`config.mk`:
```
export PLATFORM = sky130hd
export DESIGN_NAME = fpu_arbiter_flat
export DESIGN_NICKNAME = d
export VERILOG_FILES = /design/src/rtl/fpu_arbiter_if.sv /design/src/rtl/fpu_arbiter.sv /design/src/flat_wrapper.sv
export SDC_FILE = /design/constraint.sdc
export NUM_CORES = 1
export LEC_CHECK = 0
export BUFFER_PORTS_ARGS = -buffer_cell sky130_fd_sc_hd__buf_2
export CORE_MARGIN = 3
export CORE_UTILIZATION = 50
export DETAILED_ROUTE_END_ITERATION = 10
export GPL_ROUTABILITY_DRIVEN = 1
export PLACE_DENSITY = 0.9
export SLEW_MARGIN = 30
export SYNTH_ARGS = -nofsm -noshare
export SYNTH_HDL_FRONTEND = slang
export SYNTH_SLANG_ARGS = --single-unit
```
`constraint.sdc`:
```
create_clock -name clk -period 2.9 [get_ports clk]
set_input_delay 0.145 -clock clk [delete_from_list [all_inputs] [get_ports clk]]
set_output_delay 0.145 -clock clk [all_outputs]
set_load 0.1 [all_outputs]
```
`src/rtl/fpu_arbiter_if.sv`:
```
// Requester and FPU-side signals of the shared FPU arbiter.
// slave is the arbiter view; master is the environment view.
interface fpu_arbiter_if #(
  parameter int N = 4
);
  logic [N-1:0]    req;
  logic [16*N-1:0] req_a;
  logic [16*N-1:0] req_b;
  logic [2*N-1:0]  req_op;
  logic [N-1:0]    gnt;
  logic [N-1:0]    done;
  logic [15:0]     res_data;
  logic            res_err;
  logic            res_timeout;
  logic            busy;
  logic            fpu_start;
  logic [15:0]     fpu_data;
  logic            fpu_ready;
  logic            fpu_error;
  logic [15:0]     fpu_result;

  modport slave (
    input  req, req_a, req_b, req_op,
    input  fpu_ready, fpu_error, fpu_result,
    output gnt, done, res_data, res_err,
    output res_timeout, busy, fpu_start, fpu_data
  );

  modport master (
    output req, req_a, req_b, req_op,
    output fpu_ready, fpu_error, fpu_result,
    input  gnt, done, res_data, res_err,
    input  res_timeout, busy, fpu_start, fpu_data
  );
endinterface

```
`src/rtl/fpu_arbiter.sv`:
```
// Round-robin arbiter that serializes one requester's operation
// onto a shared FPU and returns its result, with a watchdog.
module fpu_arbiter #(
  parameter int N       = 4,
  parameter int TIMEOUT = 64
) (
  input logic         clk,
  input logic         rst,
  fpu_arbiter_if.slave bus
);
  localparam int IW = (N > 1) ? $clog2(N) : 1;
  localparam int CW = (TIMEOUT > 1) ? $clog2(TIMEOUT) : 1;

  localparam logic [IW:0]   NL    = (IW+1)'(N);
  localparam logic [IW-1:0] LAST  = IW'(N-1);
  localparam logic [CW-1:0] TLAST = CW'(TIMEOUT-1);

  localparam logic [2:0] IDLE   = 3'd0;
  localparam logic [2:0] SEND_A = 3'd1;
  localparam logic [2:0] SEND_B = 3'd2;
  localparam logic [2:0] SEND_O = 3'd3;
  localparam logic [2:0] WAIT   = 3'd4;
  localparam logic [2:0] DONE   = 3'd5;

  logic [2:0]    state;
  logic [IW-1:0] ptr;
  logic [IW-1:0] idx;
  logic [IW-1:0] win;
  logic          found;
  logic [IW:0]   j;
  logic [15:0]   a_q;
  logic [15:0]   b_q;
  logic [1:0]    op_q;
  logic [CW-1:0] cnt;
  logic [15:0]   res_q;
  logic          err_q;
  logic          tmo_q;
  logic [N-1:0]  sel;

  // First requesting index at or after ptr, wrapping modulo N.
  always_comb begin
    win   = '0;
    found = 1'b0;
    j     = '0;
    for (int k = 0; k < N; k++) begin
      j = {1'b0, ptr} + (IW+1)'(k);
      if (j >= NL) j = j - NL;
      if (!found && bus.req[j[IW-1:0]]) begin
        found = 1'b1;
        win   = j[IW-1:0];
      end
    end
  end

  always_ff @(posedge clk or negedge rst) begin
    if (!rst) begin
      state <= IDLE;
      ptr   <= '0;
      idx   <= '0;
      a_q   <= '0;
      b_q   <= '0;
      op_q  <= '0;
      cnt   <= '0;
      res_q <= '0;
      err_q <= 1'b0;
      tmo_q <= 1'b0;
    end else begin
      unique case (state)
        IDLE: begin
          if (found) begin
            a_q   <= bus.req_a[16*int'(win) +: 16];
            b_q   <= bus.req_b[16*int'(win) +: 16];
            op_q  <= bus.req_op[2*int'(win) +: 2];
            idx   <= win;
            ptr   <= (win == LAST) ? '0 : win + 1'b1;
            state <= SEND_A;
          end
        end
        SEND_A: state <= SEND_B;
        SEND_B: state <= SEND_O;
        SEND_O: begin
          cnt   <= '0;
          state <= WAIT;
        end
        WAIT: begin
          if (bus.fpu_ready) begin
            res_q <= bus.fpu_result;
            err_q <= bus.fpu_error;
            tmo_q <= 1'b0;
            state <= DONE;
          end else if (cnt == TLAST) begin
            res_q <= 16'h7E00;
            err_q <= 1'b1;
            tmo_q <= 1'b1;
            state <= DONE;
          end else begin
            cnt <= cnt + 1'b1;
          end
        end
        DONE:    state <= IDLE;
        default: state <= IDLE;
      endcase
    end
  end

  assign sel = {{(N-1){1'b0}}, 1'b1} << idx;

  assign bus.gnt         = (state == SEND_A) ? sel : '0;
  assign bus.done        = (state == DONE) ? sel : '0;
  assign bus.fpu_start   = (state == SEND_A);
  assign bus.busy        = (state != IDLE);
  assign bus.res_data    = res_q;
  assign bus.res_err     = err_q;
  assign bus.res_timeout = tmo_q;

  always_comb begin
    bus.fpu_data = 16'h0000;
    unique case (1'b1)
      (state == SEND_A): bus.fpu_data = a_q;
      (state == SEND_B): bus.fpu_data = b_q;
      (state == SEND_O): bus.fpu_data = {14'b0, op_q};
      default:           bus.fpu_data = 16'h0000;
    endcase
  end
endmodule

```
`src/flat_wrapper.sv`:
```
// flat-port wrapper written by rule: the top's interface ports become plain ports
module fpu_arbiter_flat 
#(
  parameter int N       = 4,
  parameter int TIMEOUT = 64
)
  (clk, rst, bus_req, bus_req_a, bus_req_b, bus_req_op, bus_fpu_ready, bus_fpu_error, bus_fpu_result, bus_gnt, bus_done, bus_res_data, bus_res_err, bus_res_timeout, bus_busy, bus_fpu_start, bus_fpu_data);
  fpu_arbiter_if #(.N(N)) bus_i ();
  input logic clk;
  input logic rst;
  input wire logic [$bits(bus_i.req)-1:0] bus_req;
  input wire logic [$bits(bus_i.req_a)-1:0] bus_req_a;
  input wire logic [$bits(bus_i.req_b)-1:0] bus_req_b;
  input wire logic [$bits(bus_i.req_op)-1:0] bus_req_op;
  input wire logic [$bits(bus_i.fpu_ready)-1:0] bus_fpu_ready;
  input wire logic [$bits(bus_i.fpu_error)-1:0] bus_fpu_error;
  input wire logic [$bits(bus_i.fpu_result)-1:0] bus_fpu_result;
  output wire logic [$bits(bus_i.gnt)-1:0] bus_gnt;
  output wire logic [$bits(bus_i.done)-1:0] bus_done;
  output wire logic [$bits(bus_i.res_data)-1:0] bus_res_data;
  output wire logic [$bits(bus_i.res_err)-1:0] bus_res_err;
  output wire logic [$bits(bus_i.res_timeout)-1:0] bus_res_timeout;
  output wire logic [$bits(bus_i.busy)-1:0] bus_busy;
  output wire logic [$bits(bus_i.fpu_start)-1:0] bus_fpu_start;
  output wire logic [$bits(bus_i.fpu_data)-1:0] bus_fpu_data;
  assign bus_i.req = bus_req;
  assign bus_i.req_a = bus_req_a;
  assign bus_i.req_b = bus_req_b;
  assign bus_i.req_op = bus_req_op;
  assign bus_i.fpu_ready = bus_fpu_ready;
  assign bus_i.fpu_error = bus_fpu_error;
  assign bus_i.fpu_result = bus_fpu_result;
  assign bus_gnt = bus_i.gnt;
  assign bus_done = bus_i.done;
  assign bus_res_data = bus_i.res_data;
  assign bus_res_err = bus_i.res_err;
  assign bus_res_timeout = bus_i.res_timeout;
  assign bus_busy = bus_i.busy;
  assign bus_fpu_start = bus_i.fpu_start;
  assign bus_fpu_data = bus_i.fpu_data;
  fpu_arbiter #(.N(N), .TIMEOUT(TIMEOUT)) u_core (.clk(clk), .rst(rst), .bus(bus_i));
endmodule
```
==> reports/qor.yml, run 1 <==
rsz0062_at_grt: "false"
p_leak_nw: 2.58
synth.most_common_cell: "nand2_1"
cts_root_buffer: "clkbuf_8"
wire_per_inst_um: 19.2
synth_ff_type: "dfrtp_1"
dpl.hpwl_um: 10200
vdd_drop_max_uv: 827
synth.avg_cell_area_sq_um: 9.54
firstDrtPassIters: 5
vias: 4397
cts_tree: "yes"
overflow: 0
powerDensity_nw_per_um2: 1400
antenna_found_initial: 0
finalCritPeriodShare_pct: 88.0
ys_ff_latch: 65
yosys_warnings: 0
nFillCells: 610
n_antenna_cell: 0
placed_cell_area_sq_um: 5220
clk_latency_ns: 0.35
h-tree-depth: 3
power_frac_seq_pct: 22.3
cp.required_ns: 2.76
numCtsBuffers: 9
timing.final.max_slew_violations: 0
netlist_area_sq_um: 4170
cts_sinks: 65
layout_setup_ws_ns: 0.349
ff_latch_area_sq_um: 1630
p_clk_share_pct: 8.8
cts_buffer_depth: 2
synth_area_leader_cell: "dfrtp_1"
stdcell_count: 730
core-area_sq_um: 7930
multiInputGateArea_sq_um: 2300
fin_nets: 785
hp-class: "in -> reg"
min_period_ns: 2.55
drive_gt1_share_pct: 45.9
placed_cells: 714
grt_max_degree: 37
synthesis.nets: 598
crit_path_max_fanout: 16
synthTopCellsByCount: "nand2_1 (84), dfrtp_1 (65), nor2_1 (48), and3_1 (37), a2111oi_2 (33)"
yosys-top-cells-area: "dfrtp_1 (39%), a2111oi_2 (12%), nand2_1 (7.6%)"
area_growth_pct: 29.4
drt_iter0_markers: 335
path_clk_slew_ns: 0.07
synthCells: 437
ant_nets: 0
cts_setup_buffers: 0
synth.distinct_cells: 44
synth_edf_count: 0
pre_cts_slack_ns: 0.473
gp_congestion: 0.879
rows: 32
grt_pass1_wl_um: 22100
fmax_mhz: 392
crit_path_start_kind: "register"
grt_pass1_vias: 4537
internal_power_mw: 2.90
finClkSkew_ns: 0.00775
critPathKind: "reg -> out"
dieArea_sq_um: 9470
die_w_um: 97.3
hold_viol: 0
drt-total-wl_um: 14000
slew_headroom_pct: 56.3
end_kind: "output pin"
swShare_pct: 61.4
io_pins: 204
async_reset_ff_share_pct: 100
fp.dieH_um: 97.3
start_util_pct: 52.6
setup_violations: 0
seq_area_frac_synth_pct: 39.0
drt_drc_violations_left: 0
synth_top_area_share_pct: 39.0
maxCapViolCount: 0
grt_usage_pct: 28.9
via_per_inst: 6.02
tns_ns: 0
io_buffers: 203
cp.arrival_ns: 2.41
final_design_area_no_fill_sq_um: 5400
comb_power_share_pct: 68.9
worst_pin_slew_ns: 0.655
switching_power_mw: 4.62
status: "finished, final reports clean"
[power by group through the flow]
stage / clock, mW / sequential, mW / combinational [mW]
floorplan: 0 / 2.48 / 3.44
global placement: 0 / 1.66 / 5.04
detailed placement: 0 / 1.68 / 5.15
CTS: 0.670 / 1.66 / 5.17
global route: 0.710 / 1.72 / 5.42
finish: 0.661 / 1.68 / 5.19
[worst max-delay path, cell delays in order, from the launching register on]
cell and delay, ns:
dfrtp_1 0.50, nor2b_1 0.30, nand2b_1 0.23, clkinvlp_4 0.37
a22o_1 0.22, buf_2 0.44
[kinds of logic after synthesis]
family / Yosys count / synth area share, %
AO/OA/AOI/OAI: 121 / 30.3
XOR/XNOR: 5 / 1.05
adder cells (fa/ha/maj): 1 / 0.300
buffers and inverters: 44 / 6.36
flip-flops: 65 / 39.0
multiplexers: 4 / 1.05
AND/OR/NAND/NOR: 197 / 21.9
[cells in the final DEF (no fill, tap or decap), types with 2 or more instances in the layout]
cell type  count
buf_4         10
nand2_1       84
a311oi_2       9
a21oi_1        5
o21a_1         2
a2111oi_2     33
or2_2          2
o21ai_0       10
nor3b_1        3
nor2b_1        7
a311oi_1      26
mux2_2         3
buf_12         3
dfrtp_1       65
and2_1         3
xor2_1         4
o21ai_1        2
a22o_1        25
nor3b_2        3
a22oi_1        2
nand2b_1       2
inv_1          2
buf_2        203
nor2_1        48
and3_1        37
clkbuf_8      10
clkinv_2       4
[path summary, 6_finish.rpt]
path | startpoint | end | slack (ns) | cells past startpoint
max | u_core.state[0]$_DFFE_PN0P_ | bus_fpu_data[11] | 0.35 | 5
min | bus_fpu_result[4] | u_core.bus.res_data[4]$_DFFE_PN0P_ | 0.03 | 2
max reg2reg | u_core.ptr[1]$_DFFE_PN0P_ | u_core.a_q[6]$_DFFE_PN0P_ | 0.37 | 6
min reg2reg | u_core.bus.res_data[12]$_DFFE_PN0P_ | u_core.bus.res_data[12]$_DFFE_PN0P_ | 0.49 | 2
max in group asynchronous | rst | u_core.b_q[9]$_DFFE_PN0P_ | 1.89 | 3
min in group asynchronous | rst | u_core.bus.res_data[14]$_DFFE_PN0P_ | 0.30 | 2
[timing repair]
action / 4_1_cts / 5_1_grt
gates resized for setup: 0 / 1
hold endpoints to repair: 21 / 0
hold buffers: 1 / 0
setup endpoints to repair: 0 / 5
[metrics by stage]
step	util, %	hold WS (ns)	power [mW]
after floorplan	-	-0.151	5.92
after global placement	65.8	0.134	6.71
after detailed placement	65.8	0.135	6.83
after CTS	68.0	0.0207	7.50
after global routing	68.1	0.0225	7.85
final	68.1	0.0287	7.53
[cell type report]
class | count | area share, %
multi-input cells | 328 | 42.7
clock buffers | 11 | 2.62
repair buffers | 217 | 21.5
inverters | 3 | 0.278
well taps | 102 | 2.37
clock inverters | 4 | 0.371
flip-flops and latches | 65 | 30.1
[state kept, by name, summed over array words and instances (netlist names)]
register                count
u_core.op_q                 2
u_core.bus.res_timeout      1
u_core.bus.res_data        16
u_core.state                3
u_core.a_q                 16
u_core.bus.res_err          1
u_core.ptr                  2
u_core.idx                  2
u_core.b_q                 16
u_core.cnt                  6
[per-layer routing]
layer  vias up  track usage (%)  routed length [um]
met1      2046             35.2                5360
met2       302             48.9                6840
li1       2001                -                   -
met4         0             11.0                 456
met5         -                0                   0
met3        48             7.97                1320
Note: power is estimated with default switching activity, not from simulation.
==> inputs of run 2 (changes only) <==
--- a/config.mk
+++ b/config.mk
@@ -6,7 +6,6 @@
 export NUM_CORES = 1
 export LEC_CHECK = 0
 export BUFFER_PORTS_ARGS = -buffer_cell sky130_fd_sc_hd__buf_2
-export CORE_MARGIN = 3
 export CORE_UTILIZATION = 50
 export DETAILED_ROUTE_END_ITERATION = 10
 export GPL_ROUTABILITY_DRIVEN = 1
==> run 2 against run 1 <==
- global-route usage up 2.2 points
- fmax rose by 1.3%
- core utilization increased by 1.5 points
- largest power group unchanged
- highest routed layer unchanged
- via count about the same
==> reports/qor.yml, run 2 (synthesis gave the netlist of run 1 again) <==
p_leak_nw: 2.62  # +1.6%
wire_per_inst_um: 18.1  # -5.7%
crit_path_max_fanout: 16  # unchanged
grt_pass1_wl_um: 20700  # -6.0%
drt_iter0_markers: 331  # -1.2%
hp-class: "in -> reg"
grt_usage_pct: 31.1  # +2.2 points
layout_setup_ws_ns: 0.380  # +0.0315 ns
maxCapViolCount: 0  # unchanged
gp_congestion: 0.872  # -0.86%
finalCritPeriodShare_pct: 86.9  # -1.1 points
overflow: 0  # unchanged
fmax_mhz: 397  # +1.3%
numCtsBuffers: 9  # unchanged
drive_gt1_share_pct: 46.0  # +0.11 points
io_pins: 204  # unchanged
status: "finished, final reports clean"
power_mw: 7.74  # +2.8%
antenna_found_initial: 0  # unchanged
dieArea_sq_um: 8710  # -8.1%
min_period_ns: 2.52  # -0.0315 ns
hold_viol: 0  # unchanged
worst_pin_slew_ns: 0.644  # -0.0112 ns
drt-total-wl_um: 13300  # -4.9%
slew_headroom_pct: 57.1  # +0.75 points
timing.final.max_slew_violations: 0  # unchanged
clk_latency_ns: 0.34  # about the same
cts_buffer_depth: 2  # unchanged
powerDensity_nw_per_um2: 1410  # +1.2%
rsz0062_at_grt: "false"
pre_cts_slack_ns: 0.571  # +0.0973 ns
vias: 4394  # -0.068%
area_growth_pct: 31.5
cts_sinks: 65  # unchanged
vdd_drop_max_uv: 916  # +11%
final_cell_mix: "buf_2 (203), nand2_1 (84), dfrtp_1 (65)"
nFillCells: 627  # +2.8%
path_clk_slew_ns: 0.07  # about the same
cp.arrival_ns: 2.37  # -0.04 ns
final_common_cell: "buf_2"
start_util_pct: 52.9  # +0.27 points
core-area_sq_um: 7890  # -0.51%
grt_pass1_vias: 4275  # -5.8%
cts_tree: "yes"
firstDrtPassIters: 5  # unchanged
critPathKind: "reg -> out"
via_per_inst: 5.97  # -0.88%
fp.dieH_um: 93.3  # -4.1%
cts_root_buffer: "clkbuf_8"
setup_violations: 0  # unchanged
die_w_um: 93.3  # -4.1%
dpl.hpwl_um: 9790  # -4.4%
crit_path_start_kind: "register"
ant_nets: 0  # unchanged
rows: 32  # unchanged
io_buffers: 203  # unchanged
end_kind: "output pin"
h-tree-depth: 3  # unchanged
fin_nets: 789  # +0.51%
cp.required_ns: 2.76  # about the same
grt_max_degree: 41  # +11%
drt_drc_violations_left: 0  # unchanged
finClkSkew_ns: 0.0131  # +0.00538 ns
==> run 2: cell types whose count changed in the layout (fill, tap and decap cells not counted), moves of 2 or more <==
| cell | previous run | this run |
|---|---|---|
| bufinv_16 | 0 | 2 |
| buf_4 | 10 | 14 |
| clkbuf_1 | 1 | 3 |
| clkinv_2 | 4 | 0 |
==> run 2: worst max-delay path, cell delays in order, from the launching register on <==
cell        delay (ns)
dfrtp_1           0.50
nor2b_1           0.32
nand2b_1          0.22
clkinvlp_4        0.35
a22o_1            0.22
buf_2             0.43
==> run 2: metal layers <==
layer / GRT usage [%] / vias up / wire, um
li1: - / 2013 / -
met1: 38.0 / 2056 / 5210
met2: 52.0 / 283 / 6340
met3: 5.69 / 42 / 1250
met4: 16.7 / 0 / 490
met5: 0 / - / 0
==> run 2: final timing paths <==
check	from	cells past startpoint	endpoint	slack [ns]
min	bus_fpu_result[6]	2	u_core.bus.res_data[6]$_DFFE_PN0P_	0.04
max	u_core.state[0]$_DFFE_PN0P_	5	bus_fpu_data[11]	0.38
min in group asynchronous	rst	3	u_core.a_q[2]$_DFFE_PN0P_	0.34
max reg2reg	u_core.state[1]$_DFFE_PN0P_	5	u_core.b_q[1]$_DFFE_PN0P_	0.57
max in group asynchronous	rst	3	u_core.b_q[9]$_DFFE_PN0P_	2.13
min reg2reg	u_core.bus.res_err$_DFFE_PN0P_	2	u_core.bus.res_err$_DFFE_PN0P_	0.49
==> run 2: report_power, final <==
part / internal [mW] / total (mW) / switching, mW
clock: 0.533 / 0.874 / 0.341
sequential: 1.34 / 1.68 / 0.337
combinational: 1.26 / 5.19 / 3.92
==> run 2: repair_timing <==
action	in CTS	in global routing
setup buffers	0	0
resized for setup	0	1
setup endpoints to repair	0	1
endpoints found under the hold margin	65	0
hold buffers	1	0
==> run 2: through the flow <==
stage | area [sq um] | setup TNS, ns | util (%) | instances | hold slack (ns)
after floorplan | 4190 | -0.763 | - | 437 | -0.151
after global placement | 5250 | 0 | 66.5 | 718 | 0.167
after detailed placement | 5250 | 0 | 66.5 | 718 | 0.174
after CTS | 5480 | 0 | 69.4 | 735 | 0.0243
after global routing | 5480 | 0 | 69.5 | 735 | 0.0232
final | 5480 | 0 | 69.5 | 736 | 0.0371
==> run 2: layout make-up <==
type                       instances  area (sq um)  share of cell area [%]
multi-input combinational        328          2300                    41.9
antenna                            1          2.50                  0.0456
inverter                           3          15.0                   0.274
timing repair buffer             221          1190                    21.7
clock inverter                     2          60.1                    1.10
tap                              102           128                    2.33
sequential                        65          1630                    29.7
clock buffer                      14           163                    2.97
==> inputs of run 3 (changes only) <==
--- a/config.mk
+++ b/config.mk
@@ -9,7 +9,7 @@
 export CORE_UTILIZATION = 50
 export DETAILED_ROUTE_END_ITERATION = 10
 export GPL_ROUTABILITY_DRIVEN = 1
-export PLACE_DENSITY = 0.9
+export PLACE_DENSITY = 0.92
 export SLEW_MARGIN = 30
 export SYNTH_ARGS = -nofsm -noshare
 export SYNTH_HDL_FRONTEND = slang
==> run 3 against run 2 <==
- sequential share of layout area up 0.36 points
- sequential cell count unchanged
- wire length about the same
- critical path depth unchanged
- sequential power about the same
- final area down 1.2%
- largest power group unchanged
- worst hold slack better by 0.0016 ns
- via count up 0.46%
- global-route usage down 0.45 points
==> reports/qor.yml, run 3 (synthesis gave the netlist of run 1 again) <==
cp.required_ns: 2.76  # about the same
drive_gt1_share_pct: 45.6  # -0.33 points
hp-class: "in -> reg"
worst_pin_slew_ns: 0.764  # +0.120 ns
ant_nets: 0  # unchanged
fin_nets: 787  # -0.25%
worst_path_largest_cell_delay_ns: 0.56  # +0.06 ns
dpl.hpwl_um: 9540  # -2.6%
io_pins: 204  # unchanged
path_clk_slew_ns: 0.07  # about the same
overflow: 0  # unchanged
vdd_drop_max_uv: 1010  # +10%
start_util_pct: 52.9  # unchanged
n_antenna_cell: 0  # -1
h-tree-depth: 3  # unchanged
firstDrtPassIters: 5  # unchanged
p_leak_nw: 2.60  # -0.80%
grt_pass1_wl_um: 20400  # -1.6%
cp.arrival_ns: 2.60  # +0.23 ns
critPathKind: "reg -> out"
slew_headroom_pct: 48.6  # -8.5 points
setup_violations: 0  # unchanged
powerDensity_nw_per_um2: 1400  # -0.91%
drt_drc_violations_left: 0  # unchanged
dieArea_sq_um: 8710  # unchanged
hold_viol: 0  # unchanged
gp_congestion: 0.875  # +0.38%
holdWs_ns: 0.0387  # +0.00156 ns
maxCapViolCount: 0  # unchanged
status: "finished, final reports clean"
finClkSkew_ns: 0.00772  # -0.00541 ns
crit_path_cell_trace: "nor2b_1 -> nand2b_1 -> inv_1 -> a22o_1 -> buf_2"
core-area_sq_um: 7890  # unchanged
cts_root_buffer: "clkbuf_8"
drt_iter0_markers: 246  # -26%
finalCritPeriodShare_pct: 94.6  # +7.7 points
slowest_stage: "inv_1"
via_per_inst: 6.02  # +0.87%
cts_tree: "yes"
fp.dieH_um: 93.3  # unchanged
crit_path_max_fanout: 16  # unchanged
area_growth_pct: 29.9
post_cts_resized: 0  # unchanged
cts_buffer_depth: 2  # unchanged
min_period_ns: 2.74  # +0.224 ns
crit_path_start_kind: "register"
r2r_slack_ns: 0.57  # about the same
cts_sinks: 65  # unchanged
io_buffers: 203  # unchanged
timing.final.max_slew_violations: 0  # unchanged
drt-total-wl_um: 13300  # about the same
wire_per_inst_um: 18.1  # +0.33%
final_cell_mix: "buf_2 (202), nand2_1 (84), dfrtp_1 (65)"
end_kind: "output pin"
die_w_um: 93.3  # unchanged
cts_setup_buffers: 0  # unchanged
fmax_mhz: 364  # -8.2%
grt_pass1_vias: 4366  # +2.1%
power_mw: 7.58  # -2.1%
post-route-util_pct: 68.7  # -0.82 points
final_common_cell: "buf_2"
vias: 4414  # +0.46%
numCtsBuffers: 9  # unchanged
antenna_found_initial: 0  # unchanged
rsz0062_at_grt: "false"
grt_max_degree: 47  # +15%
clk_latency_ns: 0.33  # about the same
grt_usage_pct: 30.6  # -0.45 points
rows: 32  # unchanged
## run 3: repair_timing
action | 4_1_cts | 5_1_grt
hold buffers | 1 | 0
endpoints found under the hold margin | 45 | 0
setup endpoints to repair | 0 | 0
## run 3: final cells by class
type	instances	area, sq um
Clock buffer	13	149
Clock inverter	3	40.0
Fill cell	641	2470
Inverter	3	11.3
Multi-Input combinational cell	328	2300
Sequential cell	65	1630
Tap cell	102	128
Timing Repair Buffer	219	1170
## run 3: per-stage QoR
| step | setup TNS (ns) | setup WS, ns | cells | area, sq um |
|---|---|---|---|---|
| floorplan | -0.763 | -0.327 | 437 | 4190 |
| global placement | 0 | 0.736 | 716 | 5220 |
| detailed placement | 0 | 0.565 | 716 | 5220 |
| CTS | 0 | 0.199 | 733 | 5420 |
| global route | 0 | 0.0595 | 733 | 5420 |
| finish | 0 | 0.156 | 733 | 5420 |
## run 3: power breakdown
part	total, mW	internal, mW	switching [mW]
combinational	5.15	1.24	3.91
clock	0.750	0.419	0.331
sequential	1.68	1.34	0.335
## run 3: metal layers
metal	GRT usage [%]	wire length [um]	part of all wire [%]
met1	37.3	5080	38
met2	51.9	6550	49
met3	5.04	1180	8.9
met4	16.3	464	3.5
met5	0	0	0
## run 3: final timing paths
kind | from | to | cells after the start
worst max-delay path | u_core.state[0]$_DFFE_PN0P_ | bus_fpu_data[15] | 5
worst min-delay path | bus_fpu_result[0] | u_core.bus.res_data[0]$_DFFE_PN0P_ | 2
worst max register to register | u_core.ptr[1]$_DFFE_PN0P_ | u_core.a_q[6]$_DFFE_PN0P_ | 6
worst min register to register | u_core.bus.res_err$_DFFE_PN0P_ | u_core.bus.res_err$_DFFE_PN0P_ | 2
max in group asynchronous | rst | u_core.b_q[1]$_DFFE_PN0P_ | 3
min in group asynchronous | rst | u_core.bus.res_data[9]$_DFFE_PN0P_ | 2
## run 3: worst max-delay path: cells and delay by family, from the launching register on
kind	cells	cell delay, ns
AO/OA/AOI/OAI	1	0.27
AND/OR/NAND/NOR	2	0.49
buffers and inverters	2	0.99
flip-flops	1	0.51
